==> src/rtl/chan_pkg.sv <==
// ============================================================================
// Module      : chan_pkg
// Description : Shared types and constants for the channel output path
//               (frame FSM state, default header byte, CRC-8 polynomial,
//               channel count).
// Revision    : 1.0 - initial release
// ============================================================================
`default_nettype none

package chan_pkg;

  typedef enum logic [1:0] {
    S_HDR = 2'd0,
    S_D0  = 2'd1,
    S_D1  = 2'd2,
    S_CRC = 2'd3
  } frame_state_t;

  localparam logic [7:0] HEADER_DEFAULT = 8'hA5;
  localparam logic [7:0] CRC8_POLY      = 8'h07;
  localparam int         NUM_CH         = 12;

endpackage

`default_nettype wire

==> src/rtl/crc8_byte.sv <==
// ============================================================================
// Module      : crc8_byte
// Description : Combinational single-byte CRC-8 update (MSB-first, no
//               reflection, no final XOR). Shared by receive and transmit.
// Revision    : 1.0 - initial release
// ============================================================================
`default_nettype none

module crc8_byte
  import chan_pkg::*;
(
  input  logic [7:0] crc_in,
  input  logic [7:0] data,
  output logic [7:0] crc_out
);

  // Fold the byte into the running CRC, one polynomial step per bit
  always_comb begin
    logic [7:0] c;
    c = crc_in ^ data;
    for (int i = 0; i < 8; i++) begin
      c = c[7] ? ((c << 1) ^ CRC8_POLY) : (c << 1);
    end
    crc_out = c;
  end

endmodule

`default_nettype wire

==> src/rtl/channel_frame_sequencer.sv <==
// ============================================================================
// Module      : channel_frame_sequencer
// Description : Assembles 4-byte command frames (HEADER, D0, D1, CRC) from
//               the UART byte stream, stages the 12-bit channel pattern in a
//               shadow register and commits it to ch_out on the rising edge
//               of sync_in. Provides need_data / incorrect_data handshake.
// Revision    : 1.0 - initial release
// ============================================================================
`default_nettype none

module channel_frame_sequencer
  import chan_pkg::*;
#(
  parameter logic [7:0]        HEADER         = HEADER_DEFAULT,
  parameter int unsigned       TIMEOUT_CYCLES = 5_000_000,
  parameter logic [NUM_CH-1:0] CH_RESET       = 12'h000
) (
  input  logic              CLK,
  input  logic              RST,
  input  logic              sync_in,
  input  logic              rx_valid,
  input  logic [7:0]        rx_byte,
  input  logic              rx_error,
  output logic [NUM_CH-1:0] ch_out,
  output logic              need_data,
  output logic              incorrect_data,
  output logic              frame_ok
);

  localparam int            TW     = $clog2(TIMEOUT_CYCLES + 1);
  // Timer value seen on the last idle cycle before the abort fires
  localparam logic [TW-1:0] T_LAST = TW'(TIMEOUT_CYCLES - 1);
  localparam logic [TW-1:0] T_SAT  = TW'(TIMEOUT_CYCLES);

  frame_state_t      state, state_next;
  logic [TW-1:0]     timer;
  logic [7:0]        crc_q, crc_seed, crc_step;
  logic [7:0]        d0_q, d1_q;
  logic [NUM_CH-1:0] shadow, ch_next, pattern;
  logic              pending, pending_next;
  logic              sync_prev, sync_edge;
  logic              byte_ok, timeout, frame_good, frame_bad, abort_err;

  assign byte_ok   = rx_valid && !rx_error;
  assign sync_edge = sync_in && !sync_prev;
  assign pattern   = {d1_q[3:0], d0_q};
  // A header byte restarts the CRC from zero
  assign crc_seed  = (state == S_HDR) ? 8'h00 : crc_q;

  crc8_byte u_crc (
    .crc_in  (crc_seed),
    .data    (rx_byte),
    .crc_out (crc_step)
  );

  // FSM state register
  always_ff @(posedge CLK or posedge RST) begin
    if (RST) state <= S_HDR;
    else     state <= state_next;
  end

  // Next state, frame verdict and abort detection; rx_error outranks all
  always_comb begin
    state_next = state;
    frame_good = 1'b0;
    frame_bad  = 1'b0;
    abort_err  = 1'b0;
    timeout    = (state != S_HDR) && !rx_valid && (timer == T_LAST);
    if (rx_error) begin
      state_next = S_HDR;
      abort_err  = (state != S_HDR);
    end else if (timeout) begin
      state_next = S_HDR;
      abort_err  = 1'b1;
    end else if (rx_valid) begin
      case (state)
        S_HDR: if (rx_byte == HEADER) state_next = S_D0;
        S_D0:  state_next = S_D1;
        S_D1:  state_next = S_CRC;
        S_CRC: begin
          state_next = S_HDR;
          if ((rx_byte == crc_q) && (d1_q[7:4] == 4'h0)) frame_good = 1'b1;
          else                                          frame_bad  = 1'b1;
        end
        default: state_next = S_HDR;
      endcase
    end
  end

  // Commit decision: a frame landing on a sync edge bypasses the shadow stage
  always_comb begin
    ch_next      = ch_out;
    pending_next = pending;
    if (frame_good && sync_edge) begin
      ch_next      = pattern;
      pending_next = 1'b0;
    end else if (frame_good) begin
      pending_next = 1'b1;
    end else if (sync_edge && pending) begin
      ch_next      = shadow;
      pending_next = 1'b0;
    end
  end

  // Inter-byte timer: held at zero while idle in S_HDR, saturates otherwise
  always_ff @(posedge CLK or posedge RST) begin
    if (RST) begin
      timer <= '0;
    end else if (byte_ok || state_next == S_HDR) begin
      timer <= '0;
    end else if (timer != T_SAT) begin
      timer <= timer + 1'b1;
    end
  end

  // Frame capture, running CRC, shadow/output staging and status flags
  always_ff @(posedge CLK or posedge RST) begin
    if (RST) begin
      crc_q          <= 8'h00;
      d0_q           <= 8'h00;
      d1_q           <= 8'h00;
      shadow         <= CH_RESET;
      ch_out         <= CH_RESET;
      pending        <= 1'b0;
      need_data      <= 1'b1;
      incorrect_data <= 1'b0;
      frame_ok       <= 1'b0;
      sync_prev      <= 1'b0;
    end else begin
      sync_prev <= sync_in;
      frame_ok  <= frame_good;
      ch_out    <= ch_next;
      pending   <= pending_next;
      need_data <= !pending_next;
      if (byte_ok) begin
        case (state)
          S_HDR: if (rx_byte == HEADER) crc_q <= crc_step;
          S_D0: begin
            d0_q  <= rx_byte;
            crc_q <= crc_step;
          end
          S_D1: begin
            d1_q  <= rx_byte;
            crc_q <= crc_step;
          end
          default: ;
        endcase
      end
      if (frame_good) shadow <= pattern;
      if (frame_good)                  incorrect_data <= 1'b0;
      else if (frame_bad || abort_err) incorrect_data <= 1'b1;
    end
  end

endmodule

`default_nettype wire

==> config.mk <==
export PLATFORM = sky130hd
export DESIGN_NAME = channel_frame_sequencer
export DESIGN_NICKNAME = d
export VERILOG_FILES = /design/src/rtl/chan_pkg.sv /design/src/rtl/crc8_byte.sv /design/src/rtl/channel_frame_sequencer.sv
export SDC_FILE = /design/constraint.sdc
export NUM_CORES = 1
export LEC_CHECK = 0
export ABC_CLOCK_PERIOD_IN_PS = 7000
export CAP_MARGIN = 20
export CORE_ASPECT_RATIO = 2
export CORE_MARGIN = 4
export CORE_UTILIZATION = 50
export CTS_BUF_LIST = sky130_fd_sc_hd__clkbuf_4 sky130_fd_sc_hd__clkbuf_8
export DETAILED_ROUTE_END_ITERATION = 7
export PLACE_DENSITY = 0.69
export SLEW_MARGIN = 20
export SYNTH_ARGS = -nofsm -noshare
export SYNTH_HDL_FRONTEND = slang
export SYNTH_HIERARCHICAL = 1
export SYNTH_SLANG_ARGS = --single-unit
==> constraint.sdc <==
create_clock -name CLK -period 7 [get_ports CLK]
set_clock_uncertainty 0.05 [all_clocks]
set_input_delay 0.7 -clock CLK [delete_from_list [all_inputs] [get_ports CLK]]
set_output_delay 0.7 -clock CLK [all_outputs]
set_load 0.02 [all_outputs]
Word-level counts from Yosys, hierarchy flattened:

Index checks and enable logic that the tools add are counted.

* flip-flop bits (word level): 78
* latch bits: 0
* RAM bits: 0
* memory bits (read-only): 0
* input port bits: 13
* output and inout bits: 15
* word-level logic and storage cells: 95
* memories kept: 0

* $add $sub $neg: 1
* multiply operators: 0
* divide/modulo/power cells: 0
* order comparisons: 0
* eq/ne operators: 9
* shift operators: 0
* multiplexer cells: 38
* bitwise operators: 9
* reductions and logical operators: 26

Operator list (number)
* 2-to-1 mux 23 bit: 2
* 2-to-1 mux 12 bit: 3
* 2-to-1 mux 3 bit: 8
* NOT 3 bit: 8
* adder 23 x 1 -> 23 bit (second input constant): 1
* equality test 23 bit (second input constant): 1
* != test 23 bit (second input constant): 1
* 2-to-1 mux 1 bit: 17
* 2-to-1 mux 8 bit: 2
* one-hot mux 8 bit (2 select lines): 1
* nonzero test 2 bit: 5
* equality test 8 bit: 1
* equality test 8 bit (second input constant): 1
* 2-to-1 mux 2 bit: 4
* one-hot mux 2 bit (4 select lines): 1
* bitwise XOR 8 bit: 1
* logical AND 1 bit: 7
* AND reduction 2 bit: 3
* equality test 2 bit (second input constant): 2
* zero test 1 bit: 4
* zero test 2 bit: 2
* zero test 4 bit: 1
* != test 2 x 1 -> 1 bit (second input constant): 2
* AND reduction 3 bit: 1
* 3 further kinds: 4

Longest topological paths before layout:

* depth in word-level cells: 21
* gate-level depth with buffers: 8
* gate-level depth less buffers: 7

By module:

The synthesis kept the hierarchy.

Modules (own cells, without submodules)
* channel_frame_sequencer: times used 1, cells each 377, area an instance 3856.2 um^2, sequential area each 1953.1 um^2
* crc8_byte: times used 1, cells each 20, area an instance 212.7 um^2, sequential area each 0.0 um^2

Worst setup path before layout:

OpenSTA, ideal clock, no wires.

* path type: flip-flop to flip-flop
* from: register state[0]
* to: register crc_q[3]
* setup time: 125 ps
* arrival: 2187 ps
* required time: 6825 ps
* setup slack: 4638 ps
* cell stages (with the launch flop): 9
* buffers on the path: 1
* period minus slack after synthesis: 2362 ps
* cells stage by stage: dfrtp_1 > inv_1 > ha_1 > clkbuf_1 > nor2b_1 > xor2_2 > xnor3_2 > xor2_1 > mux2_2

* elaborated cells on any way between the ends: 18
* classes of those cells: eq/ne (3); mux (7); bitwise (4); reduce/logical (4)

RTL lines
* start, declared: RTL line channel_frame_sequencer.sv:35 `frame_state_t state, state_next;`
* start signal, assigned: RTL line channel_frame_sequencer.sv:59 `else state <= state_next;`
* zero test 2 bit (*): RTL line channel_frame_sequencer.sv:48 `assign crc_seed = (state == S_HDR) ? 8'h00 : crc_q;`
* 2-to-1 mux 8 bit (*): RTL line channel_frame_sequencer.sv:48
* via crc_seed[7]: RTL line channel_frame_sequencer.sv:37 `logic [7:0] crc_q, crc_seed, crc_step;`
* bitwise XOR 8 bit (*): RTL line crc8_byte.sv:20 `c = crc_in ^ data;`
* 2-to-1 mux 3 bit (*) (2 in a row): RTL line crc8_byte.sv:22 `c = c[7] ? ((c << 1) ^ CRC8_POLY) : (c << 1);`
* via crc_step[3]: RTL line channel_frame_sequencer.sv:37
* 2-to-1 mux 8 bit: RTL line channel_frame_sequencer.sv:137 `S_HDR: if (rx_byte == HEADER) crc_q <= crc_step;`
* one-hot mux 8 bit (2 select lines) (*): RTL line channel_frame_sequencer.sv:136 `case (state)`
* end signal, assigned: RTL line channel_frame_sequencer.sv:137
* end signal, assigned: RTL line channel_frame_sequencer.sv:140 `crc_q <= crc_step;`
* end signal, assigned: RTL line channel_frame_sequencer.sv:144 `crc_q <= crc_step;`
* end, declared: RTL line channel_frame_sequencer.sv:37

Mark *: on every way through the listed nets, which the timed path passes. The rest lies on a longest branch. The select of a mux whose other input is x is not followed.
A chain may end at the register's enable or synchronous reset.

Worst setup path in the final report:

* from: input port rx_byte[7]
* to: register ch_out[10]

* cells in the longest elaborated chain, start to end: 10
* elaborated cells on any way between the ends: 12
* classes of those cells: eq/ne (2); mux (6); reduce/logical (4)

RTL lines
* start, declared: RTL line channel_frame_sequencer.sv:22 `input logic [7:0] rx_byte,`
* equality test 8 bit (*): RTL line channel_frame_sequencer.sv:82 `if ((rx_byte == crc_q) && (d1_q[7:4] == 4'h0)) frame_good = 1'b1;`
* logical AND 1 bit (*): RTL line channel_frame_sequencer.sv:82
* 2-to-1 mux 1 bit (*): RTL line channel_frame_sequencer.sv:82
* 2-to-1 mux 1 bit (*): RTL line channel_frame_sequencer.sv:76 `case (state)`
* 2-to-1 mux 1 bit (*): RTL line channel_frame_sequencer.sv:75 `end else if (rx_valid) begin`
* 2-to-1 mux 1 bit (*): RTL line channel_frame_sequencer.sv:72 `end else if (timeout) begin`
* 2-to-1 mux 1 bit (*): RTL line channel_frame_sequencer.sv:69 `if (rx_error) begin`
* logical AND 1 bit: RTL line channel_frame_sequencer.sv:94 `if (frame_good && sync_edge) begin`
* != test 2 x 1 -> 1 bit (no line) / nonzero test 2 bit (equally long branches)
* AND reduction 2 bit (no line)
* end signal, assigned: RTL line channel_frame_sequencer.sv:132 `ch_out <= ch_next;`
* end, declared: RTL line channel_frame_sequencer.sv:24 `output logic [NUM_CH-1:0] ch_out,`

Every way passes the cells marked *; elsewhere a longest branch is shown, timed or not.

==> out/results.txt <==
Status - complete, no violations
CP Launch Type - input port
Share of layout cells above drive strength 1 - 13.6%
Fmax - 0.350 GHz
CP cell instances - clkdlybuf4s50_1 -> xnor2_1 -> nand4_1 -> or4_2 -> nand4_1 -> nand3_1
Post-CTS Hold Buffers - 0
Pleak - 1.98 nW
CTS Root Cell - clkbuf_8
Hold path startpoint - shadow[6]
CTS Buf Count - 9
Crit path max fanout - 36
CP peak stage delay - 0.95 ns
Fill cells - 697
Syn_area_per_cell - 10.2 µm²
Number of global-route vias before repair - 2,957
Slowest cell on the critical path - or4_2
CP startpoint - rx_byte[7]
TritonRoute pass-1 iters - 4
Post-layout instance area - 4620 µm²
Final setup viols - 0
Final TNS setup - 0 ns
CTS tree - yes
Number of synthesized flops with an enable pin - 0
Part of the cycle the worst path needs - 40.8%
Worst endpoint required time - 7.18 ns
I/O pins - 28
Starting density of the core - 51.2%
Slew at the pin with the worst max-slew slack - 0.976 ns
Synth Flop Type - dfrtp_1
Gr usage total - 18.6%
Die H - 136 µm
Via count - 2,898
Synthesized cell area - 4070 µm²
Via density - 5.55
Area Growth Syn to Fin - 13.6%
H-Tree Depth - 3
Yosys cell types - 41
Routed WL per cell - 15.7 µm
Clock Path Buffers - 2
Clk_lat worst skew - 0.35 ns
Grt ovf - 0
DRT iter0 DRCs - 176
Fin crit period - 2.86 ns
YS warnings - 6
Mapped Cells - 397
Ant diodes - 0
TritonCTS Sinks - 78
R2R Path Start - state[0]
Power density cells - 214 nW/µm²
Hold Crit Class - register to register
Max_cap viols - 0
Row count - 46
Critical path class - input port to register
# Post-CTS Setup Buffers - 0
Final Net Count - 440
Slew Limit Headroom - 34.9%
Drt total wl - 8190 µm
WP buf/inv - 1
Clk slew on worst S/H paths - 0.08 ns
Yosys reg bits - 78
Delay-heaviest family, CP - simple AND/OR/NAND/NOR gates
Sequential fraction of the synthesis area - 48.0%
Die ar. - 9730 µm²
Initial antenna violation count - 0
Largest net degree at the start of global routing - 79
Placed cell area - 4400 µm²
Buffers added on ports - 27
First-pass GRT wire length - 14,200 µm
CP Data Arrival Time - 3.04 ns
Post-CTS sizing - 0
Peak VDD IR - 0.177 mV
DRC violations left - 0
Ys async rst share - 100%
Unrepaired setup endpoints after global routing - false
Synthesized net count - 416
Final-report max-slew violation count - 0
Most used cell, CP - nand4_1
CORE AREA - 7940 µm²
Hpwl dp - 5840 µm
Crit end category - register
Die X - 71.8 µm
Hold Vio Cnt, Final - 0
Antenna viol nets, final - 0
Routability congestion estimate - 0.828
## registers in the layout, indices dropped and copies added, names as in the netlist
register	flops
pending	1
need_data	1
ch_out	12
d1_q	8
shadow	12
timer	23
sync_prev	1
frame_ok	1
state	2
incorrect_data	1
crc_q	8
d0_q	8
## cell usage after synthesis, drive strengths merged (6+ instances only)
cell | count | area [µm²]
a31oi | 12 | 75.1
buf | 9 | 57.6
clkbuf | 8 | 30.0
dfrtp | 77 | 1930
ha | 6 | 75.1
inv | 6 | 22.5
mux2 | 24 | 270
nand2 | 51 | 191
nand3 | 25 | 138
nand3b | 12 | 90.1
nand4 | 21 | 131
nor2 | 36 | 135
nor2b | 21 | 131
nor4 | 6 | 52.6
xnor2 | 29 | 254
xor2 | 18 | 165
## worst paths after layout
kind	end	slack, ns	cells after the start
max in group asynchronous	pending	5.36	3
hold / removal	shadow[6]	0.42	2
setup reg to reg	timer[12]	4.39	6
setup / recovery	ch_out[10]	4.14	6
hold reg to reg	shadow[6]	0.42	2
min in group asynchronous	timer[1]	0.93	3
## kinds of logic (layout without fill, tap and decap cells)
group | Yosys count | after routing | share of synthesized area [%]
AO/OA/AOI/OAI | 18 | 18 | 2.80
XOR/XNOR | 49 | 49 | 11.5
adder cells (fa/ha/maj) | 6 | 6 | 1.84
buffers and inverters | 23 | 52 | 2.71
flip-flops | 78 | 78 | 48.0
multiplexers | 26 | 26 | 7.13
AND/OR/NAND/NOR | 197 | 197 | 26.0
## layout make-up
type                            count  area (µm²)  share of cell area [%]
Tap cell                           96         120                    2.60
Sequential cell                    78        1950                    42.3
Multi-Input combinational cell    296        2010                    43.5
Clock buffer                       10         138                    2.98
Clock inverter                      6        85.1                    1.84
Inverter                            6        23.8                   0.514
Timing Repair Buffer               30         293                    6.33
## metrics by stage
| step | setup WS [ns] | instances | power (mW) | utilization (%) | hold slack, ns |
|---|---|---|---|---|---|
| finish | 4.14 | 522 | 0.989 | 58.2 | 0.422 |
| global route | 4.04 | 522 | 1.03 | 58.2 | 0.447 |
| CTS | 4.07 | 522 | 1.00 | 58.2 | 0.424 |
| detailed placement | 3.70 | 506 | 0.628 | 55.4 | 0.406 |
| global placement | 3.77 | 506 | 0.624 | 55.4 | 0.399 |
| floorplan | 4.26 | 397 | 0.594 | - | 0.387 |
## cell usage in the layout, fill, tap and decap left out, types with 4 or more instances in the layout
cell	n
nand2_1	51
mux2_2	24
nor3_1	4
xor2_1	17
a21oi_1	4
nor2b_1	20
nand4_1	21
nand3_1	24
dfrtp_1	77
nor2_1	36
ha_1	6
clkdlybuf4s50_1	27
nand3b_1	12
xnor2_1	29
a31oi_1	12
inv_1	5
and4_1	4
clkbuf_8	10
nor4_1	5
## layer usage
layer / up-vias / track usage (%) / part of all wire, %
li1: 1416 / - / -
met1: 1424 / 20.2 / 37
met2: 39 / 34.1 / 57
met3: 19 / 3.42 / 2.3
met4: 0 / 8.79 / 2.9
met5: - / 0 / 0
## worst min-delay path: stages (launching register included)
cell,delay [ns]
dfrtp_1,0.35
nand2_1,0.05
nand2_1,0.05
## power by group
group	switching (mW)	internal, mW
logic	0.0527	0.0580
clock network	0.163	0.209
registers	0.0241	0.482
Note: power is estimated with default switching activity, not from simulation.
